==> src/rtl/busarb.sv <==
// busarb: round-robin arbiter that lets NDOMAIN requesters share one bus controller.
// Define BUSARB_TIMEOUT_EN to compile in the ACCESS-state stall watchdog.
module busarb #(
    parameter int unsigned NDOMAIN     = 2,
    parameter int unsigned ADDR_W      = 16,
    parameter int unsigned DATA_W      = 8,
    parameter int unsigned TIMEOUT_CYC = 255
) (
    input  logic                      clk,
    input  logic                      reset,
    input  logic [NDOMAIN-1:0]        dom_req,
    input  logic [NDOMAIN-1:0]        dom_we,
    input  logic [NDOMAIN*ADDR_W-1:0] dom_addr,
    input  logic [NDOMAIN*DATA_W-1:0] dom_wdata,
    output logic [NDOMAIN-1:0]        dom_ack,
    output logic [NDOMAIN-1:0]        dom_err,
    output logic [DATA_W-1:0]         dom_rdata,
    output logic                      bus_valid,
    input  logic                      bus_ready,
    output logic                      bus_we,
    output logic [ADDR_W-1:0]         bus_addr,
    output logic [DATA_W-1:0]         bus_data_in,
    input  logic [DATA_W-1:0]         bus_data_out,
    output logic                      busy
);

    localparam int unsigned GW = (NDOMAIN > 1) ? $clog2(NDOMAIN) : 1;
    localparam int unsigned CW = GW + 1;

    localparam logic [1:0] IDLE   = 2'd0;
    localparam logic [1:0] ACCESS = 2'd1;
    localparam logic [1:0] DONE   = 2'd2;

    logic [1:0]        state_q, state_d;
    logic [GW-1:0]     grant_q, grant_d;
    logic [GW-1:0]     last_grant_q, last_grant_d;
    logic              we_q, we_d;
    logic [ADDR_W-1:0] addr_q, addr_d;
    logic [DATA_W-1:0] wdata_q, wdata_d;
    logic [DATA_W-1:0] rdata_q, rdata_d;

    logic              pick_found;
    logic [GW-1:0]     pick_idx;
    logic [CW-1:0]     cand;
    logic [NDOMAIN-1:0] grant_onehot;

`ifdef BUSARB_TIMEOUT_EN
    logic              err_q, err_d;
    logic [15:0]       cnt_q, cnt_d;
    logic [16:0]       cnt_inc;

    assign cnt_inc = {1'b0, cnt_q} + 17'd1;
`endif

    // Scan upward from last_grant+1, wrapping modulo NDOMAIN; first requester wins.
    always_comb begin
        pick_found = 1'b0;
        pick_idx   = '0;
        cand       = '0;
        for (int unsigned i = 0; i < NDOMAIN; i++) begin
            cand = {1'b0, last_grant_q} + CW'(i + 1);
            if (cand >= CW'(NDOMAIN)) begin
                cand = cand - CW'(NDOMAIN);
            end
            if (!pick_found && dom_req[cand[GW-1:0]]) begin
                pick_found = 1'b1;
                pick_idx   = cand[GW-1:0];
            end
        end
    end

    always_comb begin
        state_d      = state_q;
        grant_d      = grant_q;
        last_grant_d = last_grant_q;
        we_d         = we_q;
        addr_d       = addr_q;
        wdata_d      = wdata_q;
        rdata_d      = rdata_q;
`ifdef BUSARB_TIMEOUT_EN
        err_d        = err_q;
        cnt_d        = cnt_q;
`endif
        case (state_q)
            IDLE: begin
                if (pick_found) begin
                    state_d = ACCESS;
                    grant_d = pick_idx;
                    we_d    = dom_we[pick_idx];
                    addr_d  = dom_addr[pick_idx*ADDR_W +: ADDR_W];
                    wdata_d = dom_wdata[pick_idx*DATA_W +: DATA_W];
`ifdef BUSARB_TIMEOUT_EN
                    err_d   = 1'b0;
                    cnt_d   = '0;
`endif
                end
            end
            ACCESS: begin
                // bus_ready takes priority over a watchdog expiry in the same cycle
                if (bus_ready) begin
                    rdata_d = we_q ? '0 : bus_data_out;
                    state_d = DONE;
                end
`ifdef BUSARB_TIMEOUT_EN
                else if (cnt_inc == 17'(TIMEOUT_CYC)) begin
                    rdata_d = '1;
                    err_d   = 1'b1;
                    state_d = DONE;
                end else begin
                    cnt_d = cnt_inc[15:0];
                end
`endif
            end
            DONE: begin
                last_grant_d = grant_q;
                state_d      = IDLE;
            end
            default: state_d = IDLE;
        endcase
    end

    always_ff @(posedge clk) begin
        if (reset) begin
            state_q      <= IDLE;
            grant_q      <= '0;
            last_grant_q <= GW'(NDOMAIN - 1);
            we_q         <= 1'b0;
            addr_q       <= '0;
            wdata_q      <= '0;
            rdata_q      <= '0;
`ifdef BUSARB_TIMEOUT_EN
            err_q        <= 1'b0;
            cnt_q        <= '0;
`endif
        end else begin
            state_q      <= state_d;
            grant_q      <= grant_d;
            last_grant_q <= last_grant_d;
            we_q         <= we_d;
            addr_q       <= addr_d;
            wdata_q      <= wdata_d;
            rdata_q      <= rdata_d;
`ifdef BUSARB_TIMEOUT_EN
            err_q        <= err_d;
            cnt_q        <= cnt_d;
`endif
        end
    end

    assign grant_onehot = NDOMAIN'(1) << grant_q;

    assign bus_valid   = (state_q == ACCESS);
    assign bus_we      = bus_valid & we_q;
    assign bus_addr    = bus_valid ? addr_q : '0;
    assign bus_data_in = bus_valid ? wdata_q : '0;
    assign busy        = (state_q != IDLE);
    assign dom_rdata   = rdata_q;
    assign dom_ack     = (state_q == DONE) ? grant_onehot : '0;
`ifdef BUSARB_TIMEOUT_EN
    assign dom_err     = (state_q == DONE && err_q) ? grant_onehot : '0;
`else
    assign dom_err     = '0;
`endif

endmodule

==> config.mk <==
export PLATFORM = sky130hd
export DESIGN_NAME = busarb
export DESIGN_NICKNAME = d
export VERILOG_FILES = /design/src/rtl/busarb.sv
export SDC_FILE = /design/constraint.sdc
export NUM_CORES = 1
export LEC_CHECK = 0
export CORE_UTILIZATION = 28
export CTS_CLUSTER_SIZE = 25
export DETAILED_ROUTE_END_ITERATION = 10
export PLACE_DENSITY = 0.68
export SLEW_MARGIN = 5
export SYNTH_ARGS = -nofsm -noshare
export SYNTH_HDL_FRONTEND = slang
export SYNTH_SLANG_ARGS = --single-unit
==> constraint.sdc <==
create_clock -name clk -period 1.6 [get_ports clk]
set_clock_uncertainty 0.05 [all_clocks]
set_input_delay 0.32 -clock clk [delete_from_list [all_inputs] [get_ports clk]]
set_output_delay 0.32 -clock clk [all_outputs]
set_load 0.03 [all_outputs]
# After elaboration in Yosys (flattened, before gate mapping)
# Index checks and enable logic that the tools add are counted.
[word_totals]
register_bits = 37
input_bits = 63
[classes]
addsub = 4
magnitude_cmp = 5
eq_ne = 4
reduce_logical = 7
muxes = 19
n_shift = 3
n_bitwise = 1
[op_table]
columns = ["cell", "count"]
rows = [
  ["$shiftx A32 B6 Y16", 1],
  ["$mux W16", 1],
  ["$mux W8", 2],
  ["$shiftx A16 B5 Y8", 1],
  ["$mux W1", 12],
  ["$lt A1 B2 Y1 const B", 3],
  ["$mux W2", 3],
  ["$reduce_and A2 Y1", 3],
  ["$ge A2 B2 Y1 const B", 2],
  ["$pmux W2 S2", 1],
  ["$add A1 B1 Y2 const B", 1],
  ["$add A1 B2 Y2 const B", 1],
  ["$eq A2 B1 Y1 const B", 1],
  ["$eq A2 B2 Y1 const B", 1],
  ["$logic_not A2 Y1", 1],
  ["$ne A2 B1 Y1 const B", 1],
  ["$ne A2 B2 Y1 const B", 1],
  ["$reduce_bool A2 Y1", 1],
  ["$shl A1 B1 Y2 const A", 1],
  ["$sub A1 B1 Y1 const B", 2],
  ["$and A1 B1 Y1", 1],
  ["$logic_and A1 B1 Y1", 1],
  ["$logic_not A1 Y1", 1],
]

# Longest topological paths before layout
[logic_depth]
word_depth = 11
mapped_depth = 5

# Least setup slack after synthesis
# No wires, ideal clock.
[synth_path]
path_kind = "register to output"
startpoint = "reg state_q[0]"
endpoint = "out bus_addr[13]"
required_time_ps = 1230
path_slack_ps = -10
t_arrival_ps = 1240
stages_incl_launch_ff = 4
n_path_buf = 1
cell_sequence = "dfxtp_1 > nor2b_2 > buf_2 > and2_1"
[synth_between]
elab_chain_cells = 2
[synth_rtl]
columns = ["element", "line", "rtl"]
rows = [
  ["from (decl)", "34", "logic [1:0] state_q, state_d;"],
  ["from (signal assigned)", "136", "state_q <= state_d;"],
  ["$eq A2 B1 Y1", "152", "assign bus_valid = (state_q == ACCESS);"],
  ["net bus_valid", "18", "output logic bus_valid,"],
  ["$mux W16", "154", "assign bus_addr = bus_valid ? addr_q : '0;"],
  ["to (decl)", "21", "output logic [ADDR_W-1:0] bus_addr,"],
]
# The timed path passes the listed nets, and every way through them passes these cells.

# Worst setup path in the final report
[layout_path]
startpoint = "reg state_q[0]"
endpoint = "out bus_data_in[1]"
[layout_between]
elab_chain_cells = 2
[layout_rtl]
columns = ["element", "line", "rtl"]
rows = [
  ["$eq A2 B1 Y1", "152", ""],
  ["$mux W8", "155", "assign bus_data_in = bus_valid ? wdata_q : '0;"],
  ["to (decl)", "22", "output logic [DATA_W-1:0] bus_data_in,"],
]
# No other way between the ends.

==> run metrics <==
status finished, violations left; failing checks negative setup slack; antenna violations before repair 0; drt drc 0; ant diodes 0; nature of the critical path startpoint register; CTS tree yes; number of global-route vias before repair 2049; area delta synth->final 64.0%; final wirelength 5.64 mm; worst-path fanout max 7; Root Buffer clkbuf_8; Post-Syn Instances 230; design area 3310 um^2; part of the cycle the worst path needs 104%; max frequency 601 MHz; register area share after synthesis 36.7%; Max clock buf depth 2; core footprint 6870 um^2; largest net degree at the start of global routing 38; row count 30; via count 1999; Ys Warns 0; FF+latch count, synth 37; GR Util All Layers 15.6%; TNS Setup -1.38 ns; count of final max-slew check failures 0; Initial Utilization 29.4%; syn_area_per_cell 8.77 um^2; ratio of cells with drive above 1 in the final layout 28.2%; setup repair after global routing missed its margin yes; final core occ 48.1%; Final Critical Period 1.66 ns; global-route wire length before repair 9.13 mm; IO buf count 99; Power Density 784 nW/um^2; Final ANT Viol Nets 0; Cell Area, Placed 3140 um^2; P_leak 1.32 nW; VDD IR max 0.000338 V; PnR worst setup slack -0.0646 ns; Clock Latency Late Sink 0.29 ns; Die Y 86.9 um; total power 2.59 mW; CP Capture Type output pin; library cells used by synthesis 26; DR iter-0 viols 68; Hold Crit Class register to register; die area 7550 um^2; Sink Count 37; # IOs 102; Fin. Hold Viols 0; clock-pin slew on the worst setup and hold paths 0.07 ns; max-cap viol count 0; iteration count of the initial detailed-routing pass 4; Synth Cell Area 2020 um^2; TritonCTS Buffers 5; Final setup viols 27; grt ovf 0; crit path kind register to output pin; Die X 86.9 um; gpl congestion 0.729; Post-CTS Setup Bufs 0; crit path DAT 1.29 ns; H-tree Lvls 2; WP data required 1.23 ns; Final #Nets 396; Vias/cell 4.66; Final HPWL DP 4.17 mm; routed len/inst 13.1 um
## power by group
group,total (mW),internal [mW],leakage [nW],switching [mW]
Sequential,1.06,1.01,0.306,0.0488
Combinational,0.878,0.452,0.971,0.426
Clock,0.657,0.342,0.0443,0.315
## sequential cells by signal, indices dropped and copies added (netlist names)
| name | cells |
|---|---|
| addr_q | 16 |
| grant_q | 1 |
| state_q | 2 |
| wdata_q | 8 |
| dom_rdata | 8 |
| last_grant_q | 1 |
| we_q | 1 |
## critical path, cell delays in order, from the launching register on
cell	delay, ns
dfxtp_2	0.36
nor2b_4	0.19
buf_4	0.16
and2_2	0.15
buf_4	0.15
## cell type report
| class | count | area [um^2] |
|---|---|---|
| Multi-Input combinational cell | 171 | 1140 |
| Sequential cell | 37 | 743 |
| Fill cell | 662 | 3560 |
| Clock buffer | 7 | 86.3 |
| Tap cell | 96 | 120 |
| Inverter | 2 | 7.51 |
| Timing Repair Buffer | 116 | 1210 |
## routing by layer
metal  vias up  GRT usage [%]  share of wire [%]
met5         -              0                  0
met1       938           17.7                 44
met3         8           3.60                4.3
met2        57           28.4                 50
li1        996              -                  -
met4         0           5.45                1.2
## cells in the mapped netlist (all sizes together)
cell | instances | area share (%)
nand2 | 60 | 11
dfxtp | 37 | 37
a21oi | 35 | 8.7
a311oi | 25 | 17
and2 | 25 | 7.8
buf | 19 | 7.8
nand3b | 9 | 3.3
nor2 | 6 | 2.3
clkbuf | 2 | 0.37
inv | 2 | 0.37
nand2b | 2 | 0.62
a211o | 1 | 0.43
a21bo | 1 | 0.50
a21boi | 1 | 0.93
and3b | 1 | 0.43
conb | 1 | 0.19
nor2b | 1 | 0.43
o21ai | 1 | 0.25
or2 | 1 | 0.31
## layout by cell type (no fill, tap or decap), types with 2 or more instances in the layout
cell type | netlist | layout
conb_1 | 1 | 2
a311oi_1 | 4 | 4
clkbuf_8 | 0 | 6
buf_12 | 0 | 9
dfxtp_2 | 0 | 2
dlygate4sd2_1 | 0 | 8
and2_1 | 25 | 14
dfxtp_1 | 37 | 35
nor2_4 | 1 | 2
buf_4 | 3 | 19
and2_2 | 0 | 9
nand2_1 | 60 | 60
nand3b_1 | 9 | 9
a311oi_2 | 21 | 21
clkdlybuf4s50_1 | 0 | 61
a21oi_1 | 35 | 35
buf_6 | 9 | 18
nor2_1 | 4 | 2
and2_4 | 0 | 2
nand2b_1 | 2 | 2
## kinds of logic after synthesis
| group | Yosys count | share of synthesized area, % |
|---|---|---|
| AOI/OAI and AO/OA | 64 | 28.2 |
| buffers and inverters | 23 | 8.56 |
| DFF | 37 | 36.7 |
| other | 1 | 0.186 |
| and+or+nand+nor | 105 | 26.4 |
## repair_timing
item	4_1_cts	5_1_grt
resized for setup	33	1
pin swaps	0	1
hold buffers	0	0
endpoints found under the setup margin	36	27
## metrics by stage
stage	instances	setup slack [ns]	hold WS, ns
floorplan	231	0.0518	0.417
global placement	422	-0.127	0.390
detailed placement	422	-0.173	0.395
CTS	429	-0.0761	0.403
global route	429	-0.138	0.433
finish	429	-0.0646	0.398
## worst paths after layout
| path | startpoint | to | slack [ns] | cells after the start |
|---|---|---|---|---|
| setup / recovery | state_q[0] | bus_data_in[1] | -0.06 | 4 |
| hold / removal | dom_rdata[0] | dom_rdata[0] | 0.40 | 2 |
| setup reg to reg | state_q[0] | addr_q[1] | 0.25 | 5 |
| hold reg to reg | dom_rdata[0] | dom_rdata[0] | 0.40 | 2 |
(Power assumes the default switching activity.)
